[src/rtl/wash_cycle_controller.sv]
// -----------------------------------------------------------------------------
// wash_cycle_controller
//
// Moore FSM that sequences one washing-machine program:
//   FILL -> WASH -> DRAIN -> (RFILL -> RINSE -> RDRAIN) x NUM_RINSE -> SPIN -> DONE
// It drives the shared phase timer (timer_R restart strobe, timer_load size) and
// consumes the timer's terminal flags. Door-open pause, abort and invalid-load
// fault handling live here.
//
// Ports:
//   clk          rising-edge system clock
//   reset        asynchronous, active-high reset
//   start        level; sampled only in IDLE, PAUSE and DONE
//   abort        level; returns to IDLE from any state
//   door_closed  1 = door closed
//   load_sel     load size 00 small, 01 medium, 10 large, 11 invalid
//   Td/Tf/Tr/Ts/Tw  timer terminal flags for drain/fill/rinse/spin/wash
//   timer_R      registered synchronous clear to the timer
//   timer_load   load size latched at program start
//   water_valve, agitate, drain_pump, spin_motor, door_lock, done, fault
//                Moore decode of the state register
//   state        current state code (debug)
// -----------------------------------------------------------------------------
module wash_cycle_controller #(
    parameter int unsigned NUM_RINSE = 1
) (
    input  logic       clk,
    input  logic       reset,
    input  logic       start,
    input  logic       abort,
    input  logic       door_closed,
    input  logic [1:0] load_sel,
    input  logic       Td,
    input  logic       Tf,
    input  logic       Tr,
    input  logic       Ts,
    input  logic       Tw,
    output logic       timer_R,
    output logic [1:0] timer_load,
    output logic       water_valve,
    output logic       agitate,
    output logic       drain_pump,
    output logic       spin_motor,
    output logic       door_lock,
    output logic       done,
    output logic       fault,
    output logic [3:0] state
);

    typedef enum logic [3:0] {
        S_IDLE   = 4'd0,
        S_FILL   = 4'd1,
        S_WASH   = 4'd2,
        S_DRAIN  = 4'd3,
        S_RFILL  = 4'd4,
        S_RINSE  = 4'd5,
        S_RDRAIN = 4'd6,
        S_SPIN   = 4'd7,
        S_DONE   = 4'd8,
        S_PAUSE  = 4'd9,
        S_FAULT  = 4'd10
    } state_e;

    localparam logic [1:0] RINSE_TARGET = NUM_RINSE[1:0];

    state_e     state_q, state_d;
    state_e     saved_q, saved_d;
    logic       timer_r_q, timer_r_d;
    logic [1:0] timer_load_q, timer_load_d;
    logic [1:0] rinse_cnt_q, rinse_cnt_d;
    logic [1:0] rinse_next_s;
    logic       phase_flag_s;
    state_e     next_phase_s;

    // Active phases are the ones that run the timer and lock the door.
    function automatic logic is_active(input state_e s);
        logic r;
        case (s)
            S_FILL, S_WASH, S_DRAIN, S_RFILL, S_RINSE, S_RDRAIN, S_SPIN: r = 1'b1;
            default: r = 1'b0;
        endcase
        return r;
    endfunction

    assign rinse_next_s = rinse_cnt_q + 2'd1;

    // Terminal flag belonging to the current phase and the phase that follows it.
    always_comb begin
        phase_flag_s = 1'b0;
        next_phase_s = S_IDLE;
        case (state_q)
            S_FILL: begin
                phase_flag_s = Tf;
                next_phase_s = S_WASH;
            end
            S_WASH: begin
                phase_flag_s = Tw;
                next_phase_s = S_DRAIN;
            end
            S_DRAIN: begin
                phase_flag_s = Td;
                next_phase_s = S_RFILL;
            end
            S_RFILL: begin
                phase_flag_s = Tf;
                next_phase_s = S_RINSE;
            end
            S_RINSE: begin
                phase_flag_s = Tr;
                next_phase_s = S_RDRAIN;
            end
            S_RDRAIN: begin
                phase_flag_s = Td;
                // Compare the already-incremented count so the last pass goes to SPIN.
                next_phase_s = (rinse_next_s == RINSE_TARGET) ? S_SPIN : S_RFILL;
            end
            S_SPIN: begin
                phase_flag_s = Ts;
                next_phase_s = S_DONE;
            end
            default: begin
                phase_flag_s = 1'b0;
                next_phase_s = S_IDLE;
            end
        endcase
    end

    // Next-state, saved-phase, rinse-count, load latch and timer restart logic.
    always_comb begin
        state_d      = state_q;
        saved_d      = saved_q;
        rinse_cnt_d  = rinse_cnt_q;
        timer_load_d = timer_load_q;
        if (abort) begin
            state_d = S_IDLE;
        end else begin
            case (state_q)
                S_IDLE, S_DONE: begin
                    if (start && (load_sel == 2'b11)) begin
                        state_d = S_FAULT;
                    end else if (start && door_closed) begin
                        state_d      = S_FILL;
                        timer_load_d = load_sel;
                        rinse_cnt_d  = 2'd0;
                    end else begin
                        state_d = state_q;
                    end
                end
                S_FILL, S_WASH, S_DRAIN, S_RFILL, S_RINSE, S_RDRAIN, S_SPIN: begin
                    // Door-open outranks a terminal flag; the current phase is saved.
                    if (!door_closed) begin
                        state_d = S_PAUSE;
                        saved_d = state_q;
                    end else if (phase_flag_s && !timer_r_q) begin
                        // Flags seen while timer_R=1 are stale counts and are masked.
                        state_d = next_phase_s;
                        if (state_q == S_RDRAIN) begin
                            rinse_cnt_d = rinse_next_s;
                        end else begin
                            rinse_cnt_d = rinse_cnt_q;
                        end
                    end else begin
                        state_d = state_q;
                    end
                end
                S_PAUSE: begin
                    if (start && door_closed) begin
                        state_d = saved_q;
                    end else begin
                        state_d = state_q;
                    end
                end
                S_FAULT: begin
                    state_d = S_FAULT;
                end
                default: begin
                    state_d = S_IDLE;
                end
            endcase
        end
        // Timer is held clear outside active phases and pulsed on every phase entry,
        // including a resume from PAUSE and the RDRAIN -> RFILL loop.
        timer_r_d = (state_d != state_q) || !is_active(state_d);
    end

    // State and control registers.
    always_ff @(posedge clk or posedge reset) begin
        if (reset) begin
            state_q      <= S_IDLE;
            saved_q      <= S_FILL;
            timer_r_q    <= 1'b1;
            timer_load_q <= 2'b00;
            rinse_cnt_q  <= 2'd0;
        end else begin
            state_q      <= state_d;
            saved_q      <= saved_d;
            timer_r_q    <= timer_r_d;
            timer_load_q <= timer_load_d;
            rinse_cnt_q  <= rinse_cnt_d;
        end
    end

    // Moore decode of actuators and status from the state register.
    always_comb begin
        water_valve = 1'b0;
        agitate     = 1'b0;
        drain_pump  = 1'b0;
        spin_motor  = 1'b0;
        done        = 1'b0;
        fault       = 1'b0;
        door_lock   = is_active(state_q);
        case (state_q)
            S_FILL, S_RFILL:  water_valve = 1'b1;
            S_WASH, S_RINSE:  agitate     = 1'b1;
            S_DRAIN, S_RDRAIN: drain_pump = 1'b1;
            S_SPIN: begin
                drain_pump = 1'b1;
                spin_motor = 1'b1;
            end
            S_DONE:  done  = 1'b1;
            S_FAULT: fault = 1'b1;
            default: begin
                water_valve = 1'b0;
                agitate     = 1'b0;
            end
        endcase
    end

    assign timer_R    = timer_r_q;
    assign timer_load = timer_load_q;
    assign state      = state_q;

endmodule

[config.mk]
export PLATFORM = sky130hd
export DESIGN_NAME = wash_cycle_controller
export DESIGN_NICKNAME = d
export VERILOG_FILES = /design/src/rtl/wash_cycle_controller.sv
export SDC_FILE = /design/constraint.sdc
export NUM_CORES = 1
export LEC_CHECK = 0
export BUFFER_PORTS_ARGS = -buffer_cell sky130_fd_sc_hd__buf_4
export CAP_MARGIN = 40
export CORE_MARGIN = 2
export CORE_UTILIZATION = 48
export DETAILED_ROUTE_END_ITERATION = 10
export PLACE_DENSITY = 0.75
export REMOVE_ABC_BUFFERS = 1
export SYNTH_ARGS = -nofsm -noshare
export SYNTH_HDL_FRONTEND = slang
export SYNTH_SLANG_ARGS = --single-unit
[constraint.sdc]
create_clock -name clk -period 1.93 [get_ports clk]
set_clock_uncertainty 0.15 [all_clocks]
set_input_delay 0.386 -clock clk [delete_from_list [all_inputs] [get_ports clk]]
set_output_delay 0.386 -clock clk [all_outputs]
set_load 0.02 [all_outputs]
# Yosys cells after proc, flatten, opt, wreduce, memory -nomap -nowiden
# Cells that the tools add are included.
[op_classes] n_mux=24 n_reduce_logical=18 n_addsub=1 bitwise_logic=3 eq_ne=25
[ops] operator="== test 4 x 3 -> 1 bit, second input constant" count=8
[ops] operator="case mux 4 bit (7 select lines)" count=1
[ops] operator="two-way mux 4 bit" count=6
[ops] operator="== test 4 x 2 -> 1 bit, second input constant" count=4
[ops] operator="case mux 4 bit (4 select lines)" count=1
[ops] operator="OR reduction 7 bit" count=2
[ops] operator="== test 4 bit, second input constant" count=3
[ops] operator="two-way mux 2 bit" count=6
[ops] operator="inequality test 2 bit, second input constant" count=5
[ops] operator="== test 4 x 1 -> 1 bit, second input constant" count=2
[ops] operator="two-way mux 1 bit" count=8
[ops] operator="OR reduction 2 bit" count=4
[ops] operator="AND reduction 7 bit" count=1
[ops] operator="case mux 1 bit (5 select lines)" count=1
[ops] operator="logical NOT 4 bit" count=1
[ops] operator="inequality test 4 bit" count=1
[ops] operator="case mux 2 bit (2 select lines)" count=1
[ops] operator="AND reduction 4 bit" count=1
[ops] operator="logical AND 1 bit" count=3
[ops] operator="inverter 1 bit" count=3
[ops] operator="AND reduction 3 bit" count=1
[ops] operator="OR reduction 3 bit" count=1
[ops] operator="adder 2 x 1 -> 2 bit, second input constant" count=1
[ops] operator="== test 2 x 1 -> 1 bit, second input constant" count=1
[ops] operator="other kinds (4)" count=5
[word_totals] elab_cells=76 out_inout_bits=14 register_bits=13

# Depth between registers and ports, before layout
[logic_depth] word_depth=13 mapped_depth=8

# Worst setup path after synthesis
# OpenSTA, ideal clock, no wires.
[synth_path] path_kind="register to register" start="reg state_q[2] (netlist: state[2])" end="reg rinse_cnt_q[0]" path_slack_ns=-0.167 setup_time_ns=0.079 arrival_time_ns=1.868 path_buffers=1 path_stages_with_launch=7 synth_period_minus_slack_ns=2.097 path_cell_list="dfrtp_1 -> buf_2 -> nor3_4 -> or3_1 -> nand2b_1 -> or4_4 -> mux2i_1"
[synth_via] elab_chain_len=6 word_cells_on_any_way=23
[synth_lines] item="start: declaration" line="66" text="state_e state_q, state_d;"
[synth_lines] item="start signal: assignment" line="195" text="state_q <= state_d;"
[synth_lines] item="== test 4 x 3 -> 1 bit, or another cell as far along" line="91, 137, 157"
[synth_lines] item="OR reduction 2 bit (no source line)"
[synth_lines] item="case mux 1 bit (5 select lines)" line="91" text="case (state_q)"
[synth_lines] item="logical AND 1 bit" line="154" text="end else if (phase_flag_s && !timer_r_q) begin"
[synth_lines] item="inequality test 2 bit (no source line)"
[synth_lines] item="AND reduction 7 bit (no source line)"
[synth_lines] item="end signal: assignment" line="199" text="rinse_cnt_q <= rinse_cnt_d;"
[synth_lines] item="end: declaration" line="70" text="logic [1:0] rinse_cnt_q, rinse_cnt_d;"
# Parallel ways exist; a longest one is shown, timed or not.
# A chain may end at the register's enable or synchronous reset.

# Worst setup path after layout
# Ends and elaborated chain as after synthesis.

==> flow_summary_export.csv <==
group,metric,value,unit
outcome,status,"complete, but fails checks",
outcome,violations,"negative setup slack",
critical_path,startpoint_type,"register",
run,cap_viol_max_count,0,
critical_path,required,1940,ps
pwr,p_switching,0.744,mW
clocking,htreeDepth,1,
clocking,path_clk_slew,100,ps
layout,final_util,0.884,
critical_path,cp-end-kind,"register",
layout,areaGrowthSynthToFinish,72.5,%
clocking,cts_buffers,3,
clocking,cts_tree,"built",
routing,drtPass1Iterations,4,
placement,place_hpwl,2820,um
synth,synth_cell_type_count,50,
floorplan,core,2230,um^2
timing,rsz0062_at_grt,"yes",
placement,io_buffers,25,
pwr,seqPwrFrac,0.242,
grt,gr-usage-all-layers,0.307,
grt,gr-usage-met2,0.554,
timing,slew_viol_final,0,
timing,relSlewSlack,0.635,
synth,synth_edf_count,0,
grt,grt_pass1_wl,6160,um
grt,antenna_found_initial,0,
pwr,ir_drop,0.700,mV
synth,netlist_area,1140,um^2
layout,nFillCells,95,
routing,drtAntennaViolNets,0,
pwr,switching_share,0.437,
critical_path,r2r-end,"rinse_cnt_q[0]",
clocking,clk_path_buf_depth,2,
timing,fmax,0.462,GHz
timing,setup_viol_count_final,15,
pwr,clockPowerShare,0.111,
synth,ys_warn_count,0,
floorplan,rows,17,
floorplan,dieArea,2790,um^2
critical_path,path_max_fanout,6,
placement,place_area,1540,um^2
grt,grt_util_met1,0.334,
clocking,clock-root-buffer,"clkbuf_4",
floorplan,start_util,0.513,
pwr,internal-power,0.958,mW
routing,vias_per_cell,6.38,
layout,finalNetCount,224,
critical_path,critPathKind,"reg2reg",
timing,finalCriticalPeriod,2160,ps
grt,grt_use_met3,0.0400,
floorplan,die_h,52.8,um
grt,grt.overflow.total,0,
layout,drive_gt1_frac,0.571,
critical_path,reg2reg_from,"state[2]",
synth,async_flop_share,1.00,
layout,post-route-cell-area,1970,um^2
timing,fin_crit_sh,1.12,
clocking,clock_latency,300,ps
clocking,cts_sinks,13,
routing,drc_errors,0,
grt,grt_max_degree,14,
timing,tightest_slew,547,ps
critical_path,rr_worst_depth,7,
floorplan,io_pins,26,
synth,postSynthCellCount,142,
floorplan,dieWidth,52.8,um
pwr,comb_power_share,0.647,
routing,drt-total-wl,5000,um
critical_path,startpoint,"state[2]",
routing,num_vias,1518,
synth,synth_flop_cell,"dfrtp_1",
hold_path,min_path_type,"in2reg",
layout,final_common_cell,"buf_4",
timing,setup_ws,-235,ps
grt,grt_pass1_vias,1359,
synth,synth_seq_cells,13,
critical_path,arrival,2180,ps
synth,synth_area_per_cell,8.06,um^2
layout,diodes,0,
timing,hold_violations,0,
synth,ys_seq_area_frac,0.286,
critical_path,endpoint,"rinse_cnt_q[0]",
layout,layout_common_cells,"buf_4, buf_6, nand2_1",
routing,drt-initial-drc-count,91,
critical_path,reg2reg_slack,-230,ps
grt,top_usage_layer,"met2",
routing,wl_per_cell,21.0,um
pwr,leakagePower,0.869,nW
pwr,power_density,862,nW/um^2
placement,gp_congestion,0.967,
[routing by layer]
metal / routed length [um] / vias up
li1: - / 658
met1: 1900 / 707
met2: 2430 / 114
met3: 339 / 39
met4: 325 / 0
met5: 0 / -
[per-stage QoR]
step	setup WS, ps	TNS (ps)	hold WS, ps	power (mW)	std cells
floorplan	-347	-1440	112	0.788	134
global placement	-123	-339	297	1.16	216
detailed placement	-220	-611	304	1.18	216
CTS	-139	-708	157	1.42	227
global route	-305	-2190	165	1.78	238
finish	-235	-1450	169	1.70	238
[critical path, cell delays in order (launching register included)]
cell	delay [ps]
dfrtp_2	480
buf_6	150
nor3b_4	270
o21bai_4	130
a21oi_2	280
a31oi_1	190
nor3_2	280
mux2i_2	120
[layout make-up]
cell class | instances | area (um^2) | area share
multi-input cells | 113 | 955 | 0.484
repair buffers | 72 | 596 | 0.302
flip-flops and latches | 13 | 333 | 0.169
well taps | 28 | 35.0 | 0.0177
inverters | 8 | 30.0 | 0.0152
clock buffers | 4 | 26.3 | 0.0133
[registers in the layout (all words and copies together), names as in the netlist]
name	flops
state	4
timer_load	2
rinse_cnt_q	2
timer_R	1
saved_q	4
[power groups by stage]
| stage | clock network [mW] | logic [mW] | registers, mW |
|---|---|---|---|
| global placement | 0 | 0.752 | 0.407 |
| detailed placement | 0 | 0.766 | 0.411 |
| finish | 0.189 | 1.10 | 0.412 |
| CTS | 0.183 | 0.824 | 0.413 |
| global route | 0.205 | 1.15 | 0.419 |
| floorplan | 0 | 0.322 | 0.466 |
[cell usage after synthesis (3+ instances only)]
library cell	instances	area share
nor3_1	6	0.026
dfrtp_1	11	0.24
nor2b_1	4	0.022
and3_1	3	0.016
and2_1	3	0.016
a31oi_1	3	0.016
mux2i_1	3	0.026
nor2_1	13	0.043
buf_2	3	0.013
a21oi_1	6	0.026
inv_1	8	0.026
nand2_1	14	0.046
nand2b_1	6	0.033
o22ai_1	3	0.016
o21ai_0	4	0.017
a211oi_1	6	0.039
[logic make-up after synthesis]
family,Yosys count,synth area share
and+or+nand+nor,64,0.299
AOI/OAI and AO/OA,40,0.254
buffers and inverters,16,0.0688
DFF,13,0.286
muxes,6,0.0590
xor gates and xnor gates,2,0.0219
adders and majority gates,1,0.0109
[worst min-delay path by stage]
stage	from	endpoint	slack, ps	cells past startpoint
detailed placement	reset	saved_q[2]	300	2
floorplan	reset	rinse_cnt_q[0]	110	1
finish	door_closed	saved_q[0]	170	2
global route	door_closed	saved_q[0]	160	2
global placement	reset	state[3]	300	2
CTS	door_closed	saved_q[0]	160	2
[what timing repair did]
item / in CTS / in global routing
resized for setup: 20 / 42
pin swaps: 5 / 13
setup endpoints to repair: 11 / 14
hold endpoints to repair: 11 / 0
hold buffers: 1 / 0
buffers inserted: 6 / 12
(Power assumes the default switching activity.)
